**src/rtl/bw_io_dtl_imp_upd_ctl.sv**
```systemverilog
// Impedance-code update sequencer for an 8-pad DTL bank: writes half 0, then half 1, only while the bank is quiet.
// Optional DTL_IMP_STEP_EN: each write moves the codes one LSB toward the target instead of jumping.
module bw_io_dtl_imp_upd_ctl #(
  parameter int         SETTLE_CYC = 4,
  parameter int         TMO_CYC    = 255,
  parameter logic [8:1] RST_CBU    = 8'h80,
  parameter logic [8:1] RST_CBD    = 8'h80
) (
  input  logic       clk,
  input  logic       reset,
  input  logic       cal_valid,
  input  logic [8:1] cal_cbu,
  input  logic [8:1] cal_cbd,
  output logic       cal_ack,
  input  logic       quiet,
  output logic [8:1] cbu0,
  output logic [8:1] cbd0,
  output logic [8:1] cbu1,
  output logic [8:1] cbd1,
  output logic       busy,
  output logic       imp_tmo
);
  typedef enum logic [2:0] {IDLE, WAITQ, UPD, SETTLE, ACK} state_t;

  state_t     state, state_nxt;
  logic       h, h_nxt;
  logic [7:0] wcnt, wcnt_nxt, scnt, scnt_nxt;
  logic [8:1] tgt_u, tgt_u_nxt, tgt_d, tgt_d_nxt;
  logic [8:1] cbu0_nxt, cbd0_nxt, cbu1_nxt, cbd1_nxt;
  logic       tmo_nxt;
  logic [8:1] sel_u, sel_d, new_u, new_d;
  logic       more;

  assign sel_u = h ? cbu1 : cbu0;
  assign sel_d = h ? cbd1 : cbd0;

`ifdef DTL_IMP_STEP_EN
  function automatic logic [8:1] step1(input logic [8:1] cur, input logic [8:1] tgt);
    if (cur < tgt) return cur + 8'd1;
    if (cur > tgt) return cur - 8'd1;
    return cur;
  endfunction
  assign new_u = step1(sel_u, tgt_u);
  assign new_d = step1(sel_d, tgt_d);
  // Evaluated in SETTLE, after the step has landed in the output registers.
  assign more  = (sel_u != tgt_u) || (sel_d != tgt_d);
`else
  assign new_u = tgt_u;
  assign new_d = tgt_d;
  assign more  = 1'b0;
`endif

  always_comb begin
    state_nxt = state;
    h_nxt     = h;
    wcnt_nxt  = wcnt;
    scnt_nxt  = scnt;
    tgt_u_nxt = tgt_u;
    tgt_d_nxt = tgt_d;
    tmo_nxt   = imp_tmo;
    cbu0_nxt  = cbu0;
    cbd0_nxt  = cbd0;
    cbu1_nxt  = cbu1;
    cbd1_nxt  = cbd1;
    case (state)
      IDLE: if (cal_valid) begin
        tgt_u_nxt = cal_cbu;
        tgt_d_nxt = cal_cbd;
        h_nxt     = 1'b0;
        tmo_nxt   = 1'b0;
        wcnt_nxt  = '0;
        if (cal_cbu == cbu0 && cal_cbu == cbu1 && cal_cbd == cbd0 && cal_cbd == cbd1)
          state_nxt = ACK;
        else
          state_nxt = WAITQ;
      end
      WAITQ: begin
        if (quiet) state_nxt = UPD;
        // Compare the incremented count in 9 bits so TMO_CYC = 1 forces on the first wait cycle.
        else if (({1'b0, wcnt} + 9'd1) >= 9'(TMO_CYC - 1)) begin
          state_nxt = UPD;
          tmo_nxt   = 1'b1;
        end else wcnt_nxt = wcnt + 8'd1;
      end
      UPD: begin
        if (h) begin
          cbu1_nxt = new_u;
          cbd1_nxt = new_d;
        end else begin
          cbu0_nxt = new_u;
          cbd0_nxt = new_d;
        end
        scnt_nxt  = 8'(SETTLE_CYC - 1);
        state_nxt = SETTLE;
      end
      SETTLE: begin
        if (scnt != 8'd0) scnt_nxt = scnt - 8'd1;
        else if (more) begin
          wcnt_nxt  = '0;
          state_nxt = WAITQ;
        end else if (!h) begin
          h_nxt     = 1'b1;
          wcnt_nxt  = '0;
          state_nxt = WAITQ;
        end else state_nxt = ACK;
      end
      ACK:     state_nxt = IDLE;
      default: state_nxt = IDLE;
    endcase
  end

  always_ff @(posedge clk or posedge reset) begin
    if (reset) begin
      state   <= IDLE;
      h       <= 1'b0;
      wcnt    <= '0;
      scnt    <= '0;
      tgt_u   <= RST_CBU;
      tgt_d   <= RST_CBD;
      cbu0    <= RST_CBU;
      cbd0    <= RST_CBD;
      cbu1    <= RST_CBU;
      cbd1    <= RST_CBD;
      cal_ack <= 1'b0;
      busy    <= 1'b0;
      imp_tmo <= 1'b0;
    end else begin
      state   <= state_nxt;
      h       <= h_nxt;
      wcnt    <= wcnt_nxt;
      scnt    <= scnt_nxt;
      tgt_u   <= tgt_u_nxt;
      tgt_d   <= tgt_d_nxt;
      cbu0    <= cbu0_nxt;
      cbd0    <= cbd0_nxt;
      cbu1    <= cbu1_nxt;
      cbd1    <= cbd1_nxt;
      cal_ack <= (state_nxt == ACK);
      busy    <= (state_nxt != IDLE);
      imp_tmo <= tmo_nxt;
    end
  end
endmodule
```
**config.mk**
```make
export PLATFORM = sky130hd
export DESIGN_NAME = bw_io_dtl_imp_upd_ctl
export DESIGN_NICKNAME = d
export VERILOG_FILES = /design/src/rtl/bw_io_dtl_imp_upd_ctl.sv
export SDC_FILE = /design/constraint.sdc
export NUM_CORES = 1
export LEC_CHECK = 0
export CAP_MARGIN = 10
export CORE_UTILIZATION = 50
export DETAILED_ROUTE_END_ITERATION = 16
export GPL_ROUTABILITY_DRIVEN = 0
export PLACE_DENSITY = 0.76
export SLEW_MARGIN = 25
export SYNTH_ARGS = -nofsm -noshare
export SYNTH_HDL_FRONTEND = slang
export SYNTH_SLANG_ARGS = --single-unit
export TNS_END_PERCENT = 1
```
**constraint.sdc**
```tcl
create_clock -name clk -period 2.95 [get_ports clk]
set_input_delay 0.59 -clock clk [delete_from_list [all_inputs] [get_ports clk]]
set_output_delay 0.59 -clock clk [all_outputs]
set_load 0.01 [all_outputs]
```
; Word level (Yosys, flattened, before mapping)
; Index checks and enable logic that the tools add are counted.
[classes]
addsub = 3
order_cmp = 1
n_eq_ne = 15
n_mux = 21
bitwise_logic = 1
reduce_logical = 17
[ops]
columns = operator, count
row1 = $mux 8, 6
row2 = $eq 8x8->1, 4
row3 = $pmux 8 s3, 1
row4 = $mux 3, 6
row5 = $pmux 8 s2, 1
row6 = $ne 2x2->1 const B, 7
row7 = $pmux 3 s4, 1
row8 = $add 8x1->9 const B, 1
row9 = $ge 9x8->1 const B, 1
row10 = $add 8x1->8 const B, 1
row11 = $reduce_and 2->1, 4
row12 = $reduce_bool 8->1, 1
row13 = $sub 8x1->8 const B, 1
row14 = $eq 3x2->1 const B, 2
row15 = $reduce_and 6->1, 1
row16 = $reduce_bool 2->1, 3
row17 = $reduce_bool 3->1, 2
row18 = $mux 1, 4
row19 = $pmux 1 s2, 2
row20 = $reduce_and 4->1, 1
row21 = $eq 3x1->1 const B, 1
row22 = $eq 3x3->1 const B, 1
row23 = $logic_and 1x1->1, 3
row24 = $logic_not 3->1, 1
row25 = other kinds (2), 2
[totals]
ff_bits = 71
input_bits = 20
out_inout_bits = 35
elab_cells = 71

; Depth between registers and ports, before layout
[depth]
word_depth = 8
ltp_mapped = 8
ltp_nobuf = 7

; Worst setup path after synthesis
; No wires, ideal clock.
[synth_path]
path_type = register to register
startpoint = reg scnt[0]
endpoint = reg wcnt[5]
setup_time_ps = 104
arrival_ps = 2156
t_required_ps = 2846
setup_slack_ps = 691
path_stages_with_launch = 9
path_buffers = 1
period_less_slack_ps = 2259
path_cell_list = dfrtp_1 inv_1 ha_1 nor3b_1 nand2_2 o31a_1 or4_1 buf_2 o41ai_2
[synth_via]
elab_chain_cells = 3
[synth_rtl]
columns = element, line_no
row1 = from (decl), 27  ; logic [7:0] wcnt, wcnt_nxt, scnt, scnt_nxt;
row2 = from (signal assigned), 131  ; scnt <= scnt_nxt;
row3 = $reduce_bool 8->1, 97  ; if (scnt != 8'd0) scnt_nxt = scnt - 8'd1;
row4 = $ne 2x2->1 (no source line), n/a
row5 = $reduce_and 6->1 (no source line), n/a
row6 = to (signal assigned), 130  ; wcnt <= wcnt_nxt;
row7 = to (decl), 27
; No other way between the ends.
; A chain may end at the register's enable or synchronous reset.

; Final worst setup path
[layout_path]
startpoint = reg scnt[0]
endpoint = reg wcnt[2]
; Same word-level chain as after synthesis.

==> qor.csv <==
metric,value,unit
synth_area,3340,um^2
multi_input_area,1490,um^2
path_class,reg -> reg,
cts_resized,0,
post_cts_buffers,0,
portBuffers,54,
wl_per_cell,15.7,um
yosys_warnings,0,
post-route-drc-count,0,
cpPeakStageDelay,0.71,ns
cts_tree,yes,
root_buffer,clkbuf_8,
maxSlewHeadroom,50.5,%
fillerInstances,524,
outcome,"finished, final reports clean",
fp-row-count,29,
synth_top_area_share,48.7,%
async_flop_share,100,%
ant_nets,0,
finalNonFillerCells,460,
drt-total-wl,7.23,mm
pre_cts_ws,0.361,ns
synth_edf_count,0,
clkLatencyLatePin,0.34,ns
worstMarginPinSlew,0.739,ns
worstSetupStartpointType,register,
grt_usage,22.3,%
hpwlAfterDp,4.89,mm
final_area,4170,um^2
avgSynthCellArea,10.5,um^2
finalHoldViolations,0,
grt-ovfl-total,0,
ir_worst_vdd,508,uV
dpl-instance-area,4000,um^2
vias,2590,
die_area,7010,um^2
drv_slew,0,
diodes,0,
grt_pass1_wl,12.2,mm
fin_ws,0.442,ns
detail_route.first_pass.iterations,4,
cp_cell_sequence,inv_1 -> ha_1 -> nor3b_1 -> nand2_2 -> o31a_1 -> or4_1 -> o211ai_1,
finalSetupViolations,0,
initial_core_util,52.3,%
drive_gt1_share,16.7,%
p_total,4.13,mW
ioPinCount,55,
crit_path_max_fanout,7,
syn_nets,341,
dpl.cell_count,444,
min_period,2.51,ns
critPathBufInv,1,
fp.dieW,83.7,um
ys_top_cells_by_area,"dfrtp_1, mux2_2, nand2_1",
area_delta_synth_final,24.8,%
htree_levels,3,
drt_iter0_markers,138,
cp-end-kind,register,
synth_cell_type_count,48,
cpLargestDelayFamily,simple AND/OR/NAND/NOR gates,
skew,0.00703,ns
max_cap_violations,0,
fin_crit_sh,85.0,%
final_util,65.3,%
synthFlopType,dfrtp_1,
postCtsHoldBufs,0,
clk_pin_slew,0.07,ns
cp.arrival,2.76,ns
synth.most_common_cell,dfrtp_1,
core,6390,um^2
power_density,991,nW/um^2
p_leak,1.84,nW
yosysSeqAreaShare,53.4,%
clockBufferDepth,2,
synth_top_cell_by_area,dfrtp_1,
fmax,399,MHz
cts_made_buffers,9,
cp_data_required_time,3.20,ns
vias_per_cell,5.63,
antenna_found_initial,0,
layout.nets,401,
whs,0.484,ns
synthTopCellsByCount,"dfrtp_1, nand2_1, mux2_2",
ys_seq_elements,71,
min_path_type,reg -> reg,
clkSinkCount,71,
seqCellArea,1780,um^2
syn_inst,318,
fp.dieH,83.7,um
first_global_vias,2537,
setup_tns,0,ns
cp_slowest_cell,or4_1,
rsz0062_at_grt,false,
grt_max_degree,72,
## placed cells by master, fill, tap and decap left out, types with 2 or more instances in the layout
cell type	Yosys	layout
dfrtp_1	65	65
nand2_1	59	59
clkdlybuf4s50_1	0	54
mux2_2	31	31
nor2_1	19	19
xor2_1	14	14
nand3_1	13	13
clkbuf_8	0	11
and3_1	8	8
or3_1	8	8
nor3_1	9	8
a21oi_1	7	7
o21ai_0	7	7
inv_1	7	6
dfstp_2	6	6
buf_4	0	5
o211ai_1	4	4
clkbuf_1	8	4
nand2b_1	3	3
o21ai_1	3	3
ha_1	3	3
or2_2	2	2
and2_1	2	2
nand3b_1	2	2
nand4b_1	2	2
nand4_1	2	2
nor2b_1	2	2
or4_1	2	2
o31ai_1	2	2
a22oi_1	2	2
o22ai_1	2	2
o221ai_1	2	2
nor4_1	2	2
a22o_1	2	2
## layer usage
| layer | routed length [um] | global-route usage (%) | vias to the layer above |
|---|---|---|---|
| met2 | 3370 | 33.8 | 69 |
| met1 | 3240 | 30.0 | 1266 |
| li1 | - | - | 1240 |
| met4 | 209 | 12.3 | 0 |
| met5 | 0 | 0 | - |
| met3 | 408 | 4.85 | 15 |
## sequential cells by signal (all words and copies together), names as in the netlist
name	flops
cbd0	8
cbd1	8
cbu0	8
cbu1	8
new_d	8
new_u	8
scnt	8
wcnt	8
state	3
busy	1
cal_ack	1
h	1
imp_tmo	1
## worst min-delay path, delay by kind of cell, from the launching register on
kind             cells  cell delay (ns)
and+or+nand+nor      2             0.11
DFF                  1             0.38
## cell families after synthesis
kind of cell	after synthesis	share of synthesized area [%]
buffers and inverters	18	2.10
AOI/OAI and AO/OA	42	9.03
DFF	71	53.4
and+or+nand+nor	138	20.0
xor gates and xnor gates	15	3.93
adders and majority gates	3	1.12
muxes	31	10.4
## layout make-up
type,count,area share [%]
multi-input combinational,229,35.8
sequential,71,42.8
clock inverter,1,0.120
timing repair buffer,60,14.4
tap,77,2.31
clock buffer,15,3.99
inverter,7,0.630
## power by group
group          switching, mW  internal [mW]  leakage, nW
Combinational          0.729          0.888        0.866
Sequential             0.398           1.42        0.889
Clock                  0.341          0.352       0.0877
## worst paths after layout
| check | slack, ns | endpoint | depth (start not counted) | from |
|---|---|---|---|---|
| max | 0.44 | wcnt[2] | 7 | scnt[0] |
| min | 0.48 | new_u[8] | 2 | new_u[8] |
| max reg2reg | 0.44 | wcnt[2] | 7 | scnt[0] |
| min reg2reg | 0.48 | new_u[8] | 2 | new_u[8] |
| max in group asynchronous | 1.98 | new_d[8] | 3 | reset |
| min in group asynchronous | 0.63 | cbd1[3] | 3 | reset |
(Power assumes the default switching activity.)
